===== config.mk =====
export PLATFORM = sky130hd
export DESIGN_NAME = pb_debouncer
export DESIGN_NICKNAME = d
export VERILOG_FILES = /design/src/rtl/pb_debouncer.sv
export SDC_FILE = /design/constraint.sdc
export NUM_CORES = 1
export LEC_CHECK = 0
export CAP_MARGIN = 15
export CORE_MARGIN = 2
export CORE_UTILIZATION = 45
export CTS_BUF_LIST = sky130_fd_sc_hd__clkbuf_8 sky130_fd_sc_hd__clkbuf_16
export CTS_CLUSTER_DIAMETER = 80
export DETAILED_ROUTE_END_ITERATION = 12
export GPL_TIMING_DRIVEN = 0
export PLACE_DENSITY = 0.82
export SLEW_MARGIN = 40
export SYNTH_ARGS = -nofsm -noshare
export SYNTH_HDL_FRONTEND = slang
export SYNTH_SLANG_ARGS = --single-unit

===== constraint.sdc =====
create_clock -name clk -period 5.45 [get_ports clk]
set_input_delay 1.09 -clock clk [delete_from_list [all_inputs] [get_ports clk]]
set_output_delay 1.09 -clock clk [all_outputs]
set_load 0.005 [all_outputs]

===== src/rtl/pb_debouncer.sv =====
// -----------------------------------------------------------------------------
// pb_debouncer
//
// Conditions a raw, bouncing pushbutton into a clean level for the one-pulse
// stage. The button is first brought into the clk domain by a two-flop
// synchroniser. Every level change is then qualified by a four-state FSM with a
// stability counter. pb_db only changes after the synchronised input has held
// the new level for STABLE_CYCLES consecutive qualifying cycles.
//
// Parameters:
//   STABLE_CYCLES - qualifying cycles needed to accept a change (>= 1)
//   CNT_W         - qualification counter width, 2**CNT_W > STABLE_CYCLES
//
// Ports:
//   clk        in   system clock, rising edge
//   rst        in   asynchronous active-high reset
//   pb_raw     in   raw pushbutton, asynchronous to clk, may bounce
//   pb_db      out  debounced level (HIGH or HIGH_QUAL)
//   pb_busy    out  level change under qualification (LOW_QUAL or HIGH_QUAL)
//   dbg_state  out  current FSM state encoding, for debug and checkers
//   dbg_cnt    out  current qualification count, for debug and checkers
// -----------------------------------------------------------------------------
module pb_debouncer #(
    parameter int STABLE_CYCLES = 16,
    parameter int CNT_W         = 20
) (
    input  logic             clk,
    input  logic             rst,
    input  logic             pb_raw,
    output logic             pb_db,
    output logic             pb_busy,
    output logic [1:0]       dbg_state,
    output logic [CNT_W-1:0] dbg_cnt
);

    // The counter must be able to hold STABLE_CYCLES-1 without wrapping.
    generate
        if (STABLE_CYCLES < 1 || (CNT_W < 31 && (2 ** CNT_W) <= STABLE_CYCLES)) begin : g_bad_params
            $error("pb_debouncer: need STABLE_CYCLES >= 1 and 2**CNT_W > STABLE_CYCLES");
        end
    endgenerate

    localparam logic [1:0] ST_LOW       = 2'b00;
    localparam logic [1:0] ST_LOW_QUAL  = 2'b01;
    localparam logic [1:0] ST_HIGH      = 2'b10;
    localparam logic [1:0] ST_HIGH_QUAL = 2'b11;

    localparam logic [CNT_W-1:0] CNT_LAST = CNT_W'(STABLE_CYCLES - 1);
    localparam logic [CNT_W-1:0] CNT_ONE  = CNT_W'(1);

    logic             sync1;
    logic             sync2;
    logic             pb_sync;
    logic [1:0]       state;
    logic [1:0]       state_nxt;
    logic [CNT_W-1:0] cnt;
    logic [CNT_W-1:0] cnt_nxt;

    // Two-flop synchroniser; only sync2 is consumed downstream.
    always_ff @(posedge clk or posedge rst) begin
        if (rst) begin
            sync1 <= 1'b0;
            sync2 <= 1'b0;
        end else begin
            sync1 <= pb_raw;
            sync2 <= sync1;
        end
    end

    assign pb_sync = sync2;

    // Next-state logic. The counter restarts from zero on every state change,
    // so an aborted attempt never leaves a partial count behind.
    always_comb begin
        state_nxt = state;
        cnt_nxt   = '0;
        case (state)
            ST_LOW: begin
                if (pb_sync) begin
                    state_nxt = ST_LOW_QUAL;
                end
            end
            ST_LOW_QUAL: begin
                if (!pb_sync) begin
                    state_nxt = ST_LOW;
                end else if (cnt == CNT_LAST) begin
                    state_nxt = ST_HIGH;
                end else begin
                    cnt_nxt = cnt + CNT_ONE;
                end
            end
            ST_HIGH: begin
                if (!pb_sync) begin
                    state_nxt = ST_HIGH_QUAL;
                end
            end
            ST_HIGH_QUAL: begin
                if (pb_sync) begin
                    state_nxt = ST_HIGH;
                end else if (cnt == CNT_LAST) begin
                    state_nxt = ST_LOW;
                end else begin
                    cnt_nxt = cnt + CNT_ONE;
                end
            end
            default: begin
                state_nxt = ST_LOW;
            end
        endcase
    end

    always_ff @(posedge clk or posedge rst) begin
        if (rst) begin
            state <= ST_LOW;
            cnt   <= '0;
        end else begin
            state <= state_nxt;
            cnt   <= cnt_nxt;
        end
    end

    // Outputs decode registered state only, so they cannot glitch.
    assign pb_db     = (state == ST_HIGH) || (state == ST_HIGH_QUAL);
    assign pb_busy   = (state == ST_LOW_QUAL) || (state == ST_HIGH_QUAL);
    assign dbg_state = state;
    assign dbg_cnt   = cnt;

endmodule


Yosys cells after proc, flatten, opt, wreduce, memory -nomap -nowiden --
Index checks and enable logic that the tools add are counted.
Storage, ports and cells: register bits 24, input port bits 3, output and inout bits 24, logic and storage cells 28
Operators by class: add/subtract/negate cells 1, equality and inequality tests 8, muxes and demuxes 11, reductions and logical operators 4
Operators by type and width (count):
- 2-to-1 mux 20 bit | 3
- one-hot mux 20 bit (2 select lines) | 1
- adder 20 x 1 -> 20 bit (second input constant) | 1
- == test 20 x 4 -> 1 bit (second input constant) | 1
- 2-to-1 mux 2 bit | 6
- one-hot mux 2 bit (4 select lines) | 1
- inequality test 3 bit (second input constant) | 2
- == test 2 bit (second input constant) | 2
- inequality test 2 bit (second input constant) | 2
- AND reduction 4 bit | 1
- == test 2 x 1 -> 1 bit (second input constant) | 1
- logical NOT 2 bit | 1
- logical OR 1 bit | 2

Depth between registers and ports, before layout --
Gate-level depths: netlist of the first run.
depth in word-level cells 4, gate-level depth with buffers 7, mapped depth without buffers 5

Worst setup path before layout of the first run --
No wires, ideal clock.
kind reg-to-reg, start point register cnt[0] (netlist: dbg_cnt[0]), end point register cnt[18] (netlist: dbg_cnt[18]), setup time 0.077 ns, arrival time 1.765 ns, data required time 5.373 ns, setup slack 3.608 ns, cell stages (with the launch flop) 6, buffers on the path 0, clock period less this slack 1.842 ns, path through dfrtp_1 ha_1 nand4_1 or4_1 or3_1 a21oi_1
Between the ends: cells in the longest elaborated chain, start to end 4, elaborated cells on any way between the ends 6, classes of those cells add/sub: 1; eq/ne: 1; mux: 4
Ends and longest elaborated chain:
- from (decl) | line 56 | logic [CNT_W-1:0] cnt;
- from (signal assigned) | line 118 | cnt <= cnt_nxt;
- adder 20 x 1 -> 20 bit / == test 20 x 4 -> 1 bit (equally long branches)
- 2-to-1 mux 20 bit (*) | line 86, 100
- 2-to-1 mux 20 bit, on equally long branches | line 98, 84
- one-hot mux 20 bit (2 select lines) (*) | line 77 | case (state)
- net cnt_nxt[18] | line 57 | logic [CNT_W-1:0] cnt_nxt;
The timed path passes the listed nets; every way through them passes the cells marked *. A chain may end at the register's enable or synchronous reset.

Final worst setup path of the first run --
start point register cnt[5] (netlist: dbg_cnt[5]), end point output port dbg_cnt[5]
RTL lines:
- to (decl) | line 33 | output logic [CNT_W-1:0] dbg_cnt
No word-level cell between the ends.

==> impl_metrics.tcl, run 1 <==
set metrics [dict create \
    timing.fmax_ghz 0.417 \
    die_y_um 54.7 \
    timing.rr.start "dbg_cnt[0]" \
    drtIter0Drc 12 \
    diodes 0 \
    nNetsFinal 148 \
    power_density_nw_per_um2 197 \
    fin_total_pwr_mw 0.294 \
    fillers 217 \
    cts_max_level 1 \
    pwr-share-comb 0.047 \
    reg2reg_to "dbg_cnt[18]" \
    p_sw_mw 0.0593 \
    regToRegSetupSlack_ns 3.42 \
    root_buffer "clkbuf_8" \
    cap_violations 0 \
    layout_min_cycle_time_ns 2.40 \
    die-area_um2 3000 \
    worstHoldEndpoint "pb_sync" \
    boundaryPins 27 \
    critPathTopFamily "buffers and inverters" \
    hold_path_class "register to register" \
    outcome "finished, final reports clean" \
    path_class "register to primary output" \
    p_leak_nw 0.586 \
    syn_to_final_growth_pct 29.3 \
    drt_first_pass_iters 4 \
    clock-sinks 24 \
    via_count 933 \
    grt_pass1_wl_mm 4.11 \
    max-slew-margin-rel 0.672 \
    cp_max_fo 7 \
    path_clk_slew_ns 0.07 \
    endpoint_kind "primary output" \
    drive_gt1_frac 0.0845 \
    cp.arrival_ns 1.31 \
    synthCells 113 \
    seqPwrFrac 0.615 \
    clock_path_buffers 2 \
    synth_area_leaders "dfrtp_1, xnor2_1, nor2_1, xor2_1, nand4_1" \
    grt_setup_unrepaired "false" \
    grt.total_usage 0.194 \
    rows 18 \
    hold_viol 0 \
    ys_types 25 \
    io_buffers 26 \
    drc 0 \
    timing.critical_path.buf_inv 1 \
    die_w_um 54.7 \
    ys_ff_latch 24 \
    cp_cell_sequence "clkdlybuf4s50_1" \
    gp_congestion 0.796 \
    r2r_cells 5 \
    clockPowerShare 0.337 \
    crit_slowest_cell "clkdlybuf4s50_1" \
    drt_wl_total_mm 2.45 \
    finClkSkew_ns 0.000949 \
    switching_share 0.202 \
    ys_seq_area_frac 0.518 \
    post-route-period-util 0.440 \
    grt_pass1_vias 957 \
    max_stage_delay_ns 0.55 \
    insertion_delay_ns 0.26 \
    antenna_left 0 \
    grt_max_degree 25 \
    ys_warn_count 0 \
    worstMarginPinSlew_ns 0.491 \
    syn_area_um2 1160 \
    finalSetupTns_ns 0 \
    antenna_found_initial 0 \
    timing.critical_path.from_type "register" \
    yosys.area.top_type "dfrtp_1" \
    min-delay-start "sync1" \
    start_util 0.472 \
    maxSlewViolCount 0 \
    syn_nets 117 \
    cts_hold_buf 0 \
    setup_viol 0 \
    vias_per_cell 5.42 \
    avgSynthCellArea_um2 10.3 \
    dp_hpwl_mm 1.78 \
    tritoncts "built" \
    core-area_um2 2450 \
    vdd_ir_drop_max_uv 180 \
    numCtsBuffers 3 \
    p_int_mw 0.235 \
    synth_top_area_frac 0.518 \
    postCtsSetupBuffers 0 \
    crit_required_ns 4.36 \
    post_cts_resized 0 \
    wl_per_cell_um 14.3 \
    grt_overflow 0 \
    min_path_cells 0 \
]
layout by cell type (no fill, tap or decap), drive strengths merged:
| cell type | count |
|---|---|
| clkdlybuf4s50 | 26 |
| dfrtp | 24 |
| nor2 | 18 |
| xnor2 | 9 |
| nand4 | 9 |
| xor2 | 7 |
| nand2 | 7 |
| nor4 | 6 |
| clkbuf | 6 |
| nor3 | 4 |
| or4 | 4 |
| o21ai | 3 |
| or3 | 3 |
| nand3 | 3 |
| inv | 3 |
| a21oi | 3 |
| buf | 2 |
| and2 | 1 |
| a31o | 1 |
| and4 | 1 |
| mux2 | 1 |
| ha | 1 |
final cells by class:
| class | instances | area, um^2 | area share |
|---|---|---|---|
| inverter | 3 | 11.3 | 0.00752 |
| multi-input combinational | 81 | 520 | 0.348 |
| tap | 30 | 37.5 | 0.0251 |
| buffer | 5 | 26.3 | 0.0175 |
| clock buffer | 3 | 41.3 | 0.0276 |
| sequential | 24 | 601 | 0.401 |
| timing repair buffer | 26 | 260 | 0.174 |
logic make-up after synthesis:
family	count (synthesis)	synth area share
AND/OR/NAND/NOR	56	0.268
flip-flops	24	0.518
XOR/XNOR	16	0.121
buffers and inverters	8	0.0324
AO/OA/AOI/OAI	7	0.0400
multiplexers	1	0.00972
adder cells (fa/ha/maj)	1	0.0108
cell usage after synthesis (all sizes together):
cell type   n
nor4        6
inv         3
or3         3
ha          1
clkbuf      3
nand3       3
buf         2
nor3        4
or4         4
and2        1
a21oi       3
xor2        7
nor2       18
and4        1
dfrtp      24
a31o        1
mux2        1
nand2       7
nand4       9
o21ai       3
xnor2       9
how the worst max path moves through the flow:
| stage | depth (start not counted) | slack (ns) | startpoint | end |
|---|---|---|---|---|
| after floorplan | 5 | 3.61 | dbg_cnt[0] | dbg_cnt[18] |
| after global placement | 2 | 3.23 | rst | dbg_cnt[11] |
| after detailed placement | 1 | 3.33 | dbg_cnt[5] | dbg_cnt[5] |
| after CTS | 1 | 3.04 | dbg_cnt[5] | dbg_cnt[5] |
| after global routing | 1 | 3.00 | dbg_cnt[5] | dbg_cnt[5] |
| final | 1 | 3.05 | dbg_cnt[5] | dbg_cnt[5] |
layer usage:
layer | wire [um] | GRT usage
met1 | 1140 | 0.245
met2 | 1190 | 0.312
met3 | 74 | 0.0355
met4 | 53 | 0.104
met5 | 0 | 0
sequential cells by signal, summed over array words and instances, names as in the netlist, named ones only:
| register | count |
|---|---|
| dbg_cnt | 20 |
| dbg_state | 1 |
| pb_sync | 1 |
| sync1 | 1 |
through the flow:
stage | instances | setup slack [ns] | instance area (um^2) | hold slack, ns | utilization
2_1_floorplan | 113 | 3.61 | 1160 | 0.331 | -
3_5_place_dp | 169 | 3.33 | 1460 | 0.336 | 0.593
5_1_grt | 172 | 3.00 | 1500 | 0.361 | 0.610
3_3_place_gp | 169 | 3.23 | 1460 | 0.338 | 0.593
4_1_cts | 172 | 3.04 | 1500 | 0.354 | 0.610
6_report | 172 | 3.05 | 1500 | 0.350 | 0.610
power by group through the flow:
stage          Combinational (mW)  Clock (mW)  Sequential (mW)
3_5_place_dp               0.0143           0            0.185
5_1_grt                    0.0161       0.108            0.181
2_1_floorplan             0.00754           0            0.185
3_3_place_gp               0.0139           0            0.185
6_report                   0.0139      0.0992            0.181
4_1_cts                    0.0144       0.103            0.181
Power figures use the tool's default switching activity.
==> inputs of run 2 (changes only) <==
clock period = 2.36 ns   (was 5.45 ns; I/O delays follow)
==> results of run 2 <==
Same layout as run 1 (identical final DEF). Status: finished, final reports clean.
Main changes from that run: setup slack after placement 3.33 ns -> 0.357 ns; setup slack after layout 3.05 ns -> 0.328 ns; start point of the critical path dbg_cnt[5] -> dbg_cnt[0]; end point of the critical path dbg_cnt[5] -> dbg_cnt[18]; register-to-register setup slack 3.42 ns -> 0.33 ns; total power 0.294 mW -> 0.680 mW; worst IR drop on VDD 180 uV -> 416 uV
